<file path="src/rtl/mem_port_arbiter.sv">
`default_nettype none
// ----------------------------------------------------------------------------
// mem_port_arbiter : round-robin CPU/DMA arbiter for the unified memory macro
// Rev 1.0
// ----------------------------------------------------------------------------
module mem_port_arbiter #(
  parameter int ADDR_W  = 32,
  parameter int DATA_W  = 32,
  parameter int MEM_LAT = 2    // legal 1..15, the counter is 4 bits wide
) (
  input  logic              clk,
  input  logic              reset,
  input  logic              cpu_req,
  input  logic              cpu_we,
  input  logic [ADDR_W-1:0] cpu_addr,
  input  logic [DATA_W-1:0] cpu_wdata,
  output logic              cpu_done,
  output logic [DATA_W-1:0] cpu_rdata,
  input  logic              dma_req,
  input  logic              dma_we,
  input  logic [ADDR_W-1:0] dma_addr,
  input  logic [DATA_W-1:0] dma_wdata,
  output logic              dma_done,
  output logic [DATA_W-1:0] dma_rdata,
  output logic              mem_read,
  output logic              mem_write,
  output logic [ADDR_W-1:0] mem_addr,
  output logic [DATA_W-1:0] mem_wdata,
  input  logic [DATA_W-1:0] mem_rdata,
  output logic              owner,
  output logic              busy
);

  typedef enum logic [1:0] {
    S_IDLE   = 2'd0,
    S_ACCESS = 2'd1,
    S_DONE   = 2'd2
  } state_t;

  localparam logic [3:0] C_CNT_LOAD = 4'(MEM_LAT - 1);

  state_t            state_q, state_d;
  logic              last_q, last_d;
  logic              owner_q, owner_d;
  logic              we_q, we_d;
  logic [3:0]        cnt_q, cnt_d;
  logic [ADDR_W-1:0] addr_q, addr_d;
  logic [DATA_W-1:0] wdata_q, wdata_d;
  logic [DATA_W-1:0] cpu_rdata_q, cpu_rdata_d;
  logic [DATA_W-1:0] dma_rdata_q, dma_rdata_d;
  logic              grant_dma;

  always_comb begin
    state_d     = state_q;
    last_d      = last_q;
    owner_d     = owner_q;
    we_d        = we_q;
    cnt_d       = cnt_q;
    addr_d      = addr_q;
    wdata_d     = wdata_q;
    cpu_rdata_d = cpu_rdata_q;
    dma_rdata_d = dma_rdata_q;
    grant_dma   = 1'b0;

    case (state_q)
      S_IDLE: begin
        if (cpu_req || dma_req) begin
          // On a tie the port that was not served last wins.
          grant_dma = dma_req && (!cpu_req || !last_q);
          owner_d   = grant_dma;
          we_d      = grant_dma ? dma_we    : cpu_we;
          addr_d    = grant_dma ? dma_addr  : cpu_addr;
          wdata_d   = grant_dma ? dma_wdata : cpu_wdata;
          cnt_d     = C_CNT_LOAD;
          state_d   = S_ACCESS;
        end
      end
      S_ACCESS: begin
        cnt_d = cnt_q - 4'd1;
        if (cnt_q == 4'd0) begin
          cnt_d   = 4'd0;
          state_d = S_DONE;
          if (!we_q) begin
            if (owner_q) dma_rdata_d = mem_rdata;
            else         cpu_rdata_d = mem_rdata;
          end
        end
      end
      S_DONE: begin
        last_d  = owner_q;
        state_d = S_IDLE;
      end
      default: state_d = S_IDLE;
    endcase
  end

  always_ff @(posedge clk or posedge reset) begin
    if (reset) begin
      state_q     <= S_IDLE;
      last_q      <= 1'b1;
      owner_q     <= 1'b0;
      we_q        <= 1'b0;
      cnt_q       <= 4'd0;
      addr_q      <= '0;
      wdata_q     <= '0;
      cpu_rdata_q <= '0;
      dma_rdata_q <= '0;
    end else begin
      state_q     <= state_d;
      last_q      <= last_d;
      owner_q     <= owner_d;
      we_q        <= we_d;
      cnt_q       <= cnt_d;
      addr_q      <= addr_d;
      wdata_q     <= wdata_d;
      cpu_rdata_q <= cpu_rdata_d;
      dma_rdata_q <= dma_rdata_d;
    end
  end

  // Strobes decode straight from registered state so an async reset kills them at once.
  assign mem_read  = (state_q == S_ACCESS) && !we_q;
  assign mem_write = (state_q == S_ACCESS) && we_q && (cnt_q == C_CNT_LOAD);
  assign mem_addr  = addr_q;
  assign mem_wdata = wdata_q;
  assign cpu_done  = (state_q == S_DONE) && !owner_q;
  assign dma_done  = (state_q == S_DONE) && owner_q;
  assign cpu_rdata = cpu_rdata_q;
  assign dma_rdata = dma_rdata_q;
  assign owner     = owner_q;
  assign busy      = (state_q != S_IDLE);

endmodule
`default_nettype wire

</file>
<file path="config.mk">
export PLATFORM = sky130hd
export DESIGN_NAME = mem_port_arbiter
export DESIGN_NICKNAME = d
export VERILOG_FILES = /design/src/rtl/mem_port_arbiter.sv
export SDC_FILE = /design/constraint.sdc
export NUM_CORES = 1
export LEC_CHECK = 0
export ABC_AREA = 1
export CORE_ASPECT_RATIO = 0.5
export CORE_MARGIN = 10
export CORE_UTILIZATION = 50
export CTS_CLUSTER_DIAMETER = 200
export DETAILED_ROUTE_END_ITERATION = 6
export DONT_BUFFER_PORTS = 1
export PLACE_DENSITY_LB_ADDON = 0.3
export SKIP_LAST_GASP = 1
export SLEW_MARGIN = 20
export SYNTH_ARGS = -nofsm -noshare
export SYNTH_HDL_FRONTEND = slang
export SYNTH_SLANG_ARGS = --single-unit
export TNS_END_PERCENT = 50
</file>
<file path="constraint.sdc">
create_clock -name clk -period 9.5 [get_ports clk]
set_input_delay 1.425 -clock clk [delete_from_list [all_inputs] [get_ports clk]]
set_output_delay 1.425 -clock clk [all_outputs]
set_load 0.02 [all_outputs]
</file>
==> key figures <==
Run status
  – Status: completed

Critical path
  – Worst Path Max Fanout: 72
  – Internal reg-to-reg setup slack: 6.85 ns
  – Worst Setup Path Type: primary input to flop
  – CP max stage cell: clkinv_2
  – Critical Path Source Type: primary input
  – CP max stage delay: 0.89 ns
  – CP endpoint kind: flop
  – Critical Path, Cell by Cell: o21ai_4 > buf_4 > clkinv_2 > nand2_1 > nand2_1
  – R2R Path Start: state_q[1]
  – Reg2Reg Depth: 6
  – Setup crit start: dma_req
  – CP arrival: roughly 3.5 ns
  – Crit-path most repeated cell: nand2_1
  – R2R Path End: mem_wdata[5]
  – Worst EP required: a little under 10 ns

Synth
  – Yosys warnings: 0
  – Area leader, netlist: dfrtp_1
  – Synth Net Count: ~1000
  – Synth Area in XOR/XNOR: 0.1334%
  – Synth top area share: 51.83%
  – Distinct cells, synth: 23
  – Top_reg_cell synth: dfrtp_1
  – Register area share after synthesis: 52.23%
  – Synth Area in Simple Gates: 36.36%
  – Synth Instances: 858
  – Top cells by count, synth: nand2_1 (436), dfrtp_1 (136), nand3_1 (132), inv_1 (40), o21bai_1 (32)
  – Largest family of logic cells by synthesized area: simple AND/OR/NAND/NOR gates
  – Area fraction in compound gates after synthesis: 4.097%
  – Count leader, synth: nand2_1
  – Area contributors post-synth: dfrtp_1 (52%), nand2_1 (25%), nand3_1 (10%), o21bai_1 (3.7%), inv_1 (2.3%)
  – Ys async rst share: 100.0%
  – Cell Area, Synth: around 6600 um^2
  – Adder-Cell Fraction of Synth Area: 0%
  – Post-synth EDFFs: 0
  – Mux contribution to synthesized area: 0%
  – Number of synthesized register bits: about 140
  – Syn Area/Cell: 7.653 um^2

Clock network
  – Clk buf depth: 2
  – CTS tree: done
  – Hold buffer count at cts: 0
  – Worst-path clk slew: ~0.060 ns
  – CTS sink cnt: between 100 and 150
  – Root buf cell: clkbuf_16
  – Post-CTS setup repair buffer count: 0
  – Clock Latency Late Sink: 0.41 ns
  – Clock H-tree levels: 4
  – Number of CTS-inserted buffers: 17
  – Post-CTS resize count: 0

Min path
  – Min-Delay Endpoint: last_q
  – WHS Path Cells: 2
  – Hold Path Origin: last_q
  – Tightest Hold Check Type: flop to flop

Global route
  – Global-route wire length before repair: 29360 um
  – Initial antenna violation count: 0
  – Largest net degree at the start of global routing: 74
  – Tot GR Track Use: between 15 and 20%
  – Number of global-route vias before repair: about 5200
  – Total grt overflow: 0

Power and ir drop
  – Pwr Total: 0.002865 W
  – P_int: 0.001483 W
  – Logic pwr share: 27.4%
  – Cell Pwr Density: slightly above 400 nW/um^2
  – Sequential Power Share: 50.5%
  – Worst vdd ir: 0.1911 mV
  – Switch share: 48.24%
  – Clock Power Share: about 22%
  – Net Sw Power: 0.001382 W
  – Lkg Pwr: between 3 and 4 nW

Timing
  – Timing-limited maximum frequency: between 300 and 400 MHz
  – Slack of the critical path: between 6 and 7 ns
  – Final hold viol count: 0
  – Final setup fails: 0
  – Tcrit/Tclk final: about a third
  – Clock skew: 0.008950 ns
  – Sum of negative setup slack: 0 ns
  – Slew Viols, Final: 0
  – Min Tclk post-route: 3.219 ns
  – Worst-margin pin slew: 0.9041 ns
  – Unrepaired setup endpoints after global routing: false
  – Slew headroom: 39.73%

Placed design
  – Port Buffers: 0
  – RD Place Congestion: 0.8017
  – Pre-CTS setup slack: 6.229 ns
  – Placed cell areas: between 6000 and 7000 um^2
  – Final HPWL DP: 13170 um

Final layout
  – Fraction of layout cells with a size suffix above 1: 6.421%
  – Final core occ: 55.77%
  – Nets: ~990
  – Area growth syn-to-layout: 8.479%
  – N_diodes: 0
  – Final Instance Area: approximately 7100 um^2

Floorplanning
  – Chip Height: approximately 100 um
  – Die area: 18390 um^2
  – FP Rows: 29
  – Starting Density: between 50% and 60%
  – Core area: 12770 um^2
  – Num ports: 300
  – Die width: 182.1 um

Routing
  – TritonRoute pass-1 iters: 5
  – Vias/cell: 5.330
  – DRC viols: 0
  – 1st-iter DRT viols: 366
  – Routed WL: 18950 um
  – Routed WL per cell: 18.75 um
  – Post-DRT Antenna Nets: 0
  – Vias post-DR: 5389

Run
  – Max Cap Viol: 0
-- cells in the final DEF (no fill, tap or decap) --
| cell | netlist | final |
|---|---|---|
| buf_4 | 6 | 8 |
| bufinv_16 | 0 | 1 |
| clkbuf_1 | 18 | 1 |
| clkbuf_16 | 0 | 17 |
| clkinv_2 | 0 | 2 |
| clkinv_4 | 0 | 2 |
| clkinvlp_4 | 0 | 4 |
| dfrtp_1 | 136 | 136 |
| dfstp_2 | 1 | 1 |
| inv_1 | 40 | 39 |
| inv_2 | 2 | 1 |
| inv_6 | 0 | 6 |
| inv_8 | 0 | 1 |
| nand2_1 | 436 | 434 |
| nand2_2 | 1 | 2 |
| nand2_4 | 0 | 1 |
| nand3_1 | 132 | 132 |
| nand3_2 | 1 | 1 |
| nand4_1 | 1 | 1 |
| nor2_1 | 7 | 6 |
| nor2_2 | 4 | 4 |
| nor2_4 | 1 | 2 |
| nor3_1 | 1 | 1 |
| o21ai_0 | 1 | 1 |
| o21ai_1 | 3 | 3 |
| o21ai_4 | 0 | 1 |
| o21bai_1 | 32 | 32 |
| xor2_1 | 1 | 1 |
-- cell type report --
cell class	instances	area [um^2]
clock buffer	18	429.2
multi-input combinational	622	2690
tap	170	212.7
clock inverter	14	137.6
sequential	137	3430
fill	1206	5649
timing repair buffer	8	60.06
inverter	42	163.9
-- through the flow --
step           hold slack (ns)  std cells
2_1_floorplan           0.4673        858
3_3_place_gp            0.4926        979
3_5_place_dp            0.4974        979
4_1_cts                 0.5233       1011
5_1_grt                 0.5536       1011
6_report                0.5182       1011
-- state kept, by name, summed over array words and instances (netlist names) --
| signal | count |
|---|---|
| we_q | 1 |
| dma_rdata | 32 |
| state_q | 2 |
| cpu_rdata | 32 |
| last_q | 1 |
| mem_wdata | 32 |
| mem_addr | 32 |
| cnt_q | 4 |
| owner | 1 |
-- critical path, delay by kind of cell --
kind	cells	cell delay [ns]
buffers and inverters	2	1.48
AOI/OAI and AO/OA	1	0.11
and+or+nand+nor	2	0.38
-- metal layers --
metal	vias to the layer above	share of wire (%)	GRT usage, %
met5	-	0	0
met1	2563	39	22.79
li1	2619	-	-
met2	194	51	34.05
met3	13	9.0	7.814
met4	0	0.73	4.786
-- worst max-delay path by stage --
stage,end,slack (ns),depth (start not counted)
floorplan,cnt_q[0],4.41,1
global placement,we_q,6.22,5
detailed placement,mem_addr[15],6.23,5
CTS,mem_write,6.32,3
global route,mem_wdata[13],6.10,5
finish,mem_wdata[5],6.28,5
-- power groups by stage --
stage	Sequential, W	Combinational, W	Clock, W
finish	0.00145	0.000786	0.000631
detailed placement	0.00146	0.000795	0
CTS	0.00146	0.000797	0.000644
global route	0.00149	0.000913	0.000670
global placement	0.00146	0.000764	0
floorplan	0.00135	0.000682	0
-- logic make-up after synthesis --
group | after synthesis
buf+inv | 99
xor+xnor | 1
simple gates | 584
flops | 137
compound gates | 37
(Power assumes the default switching activity.)
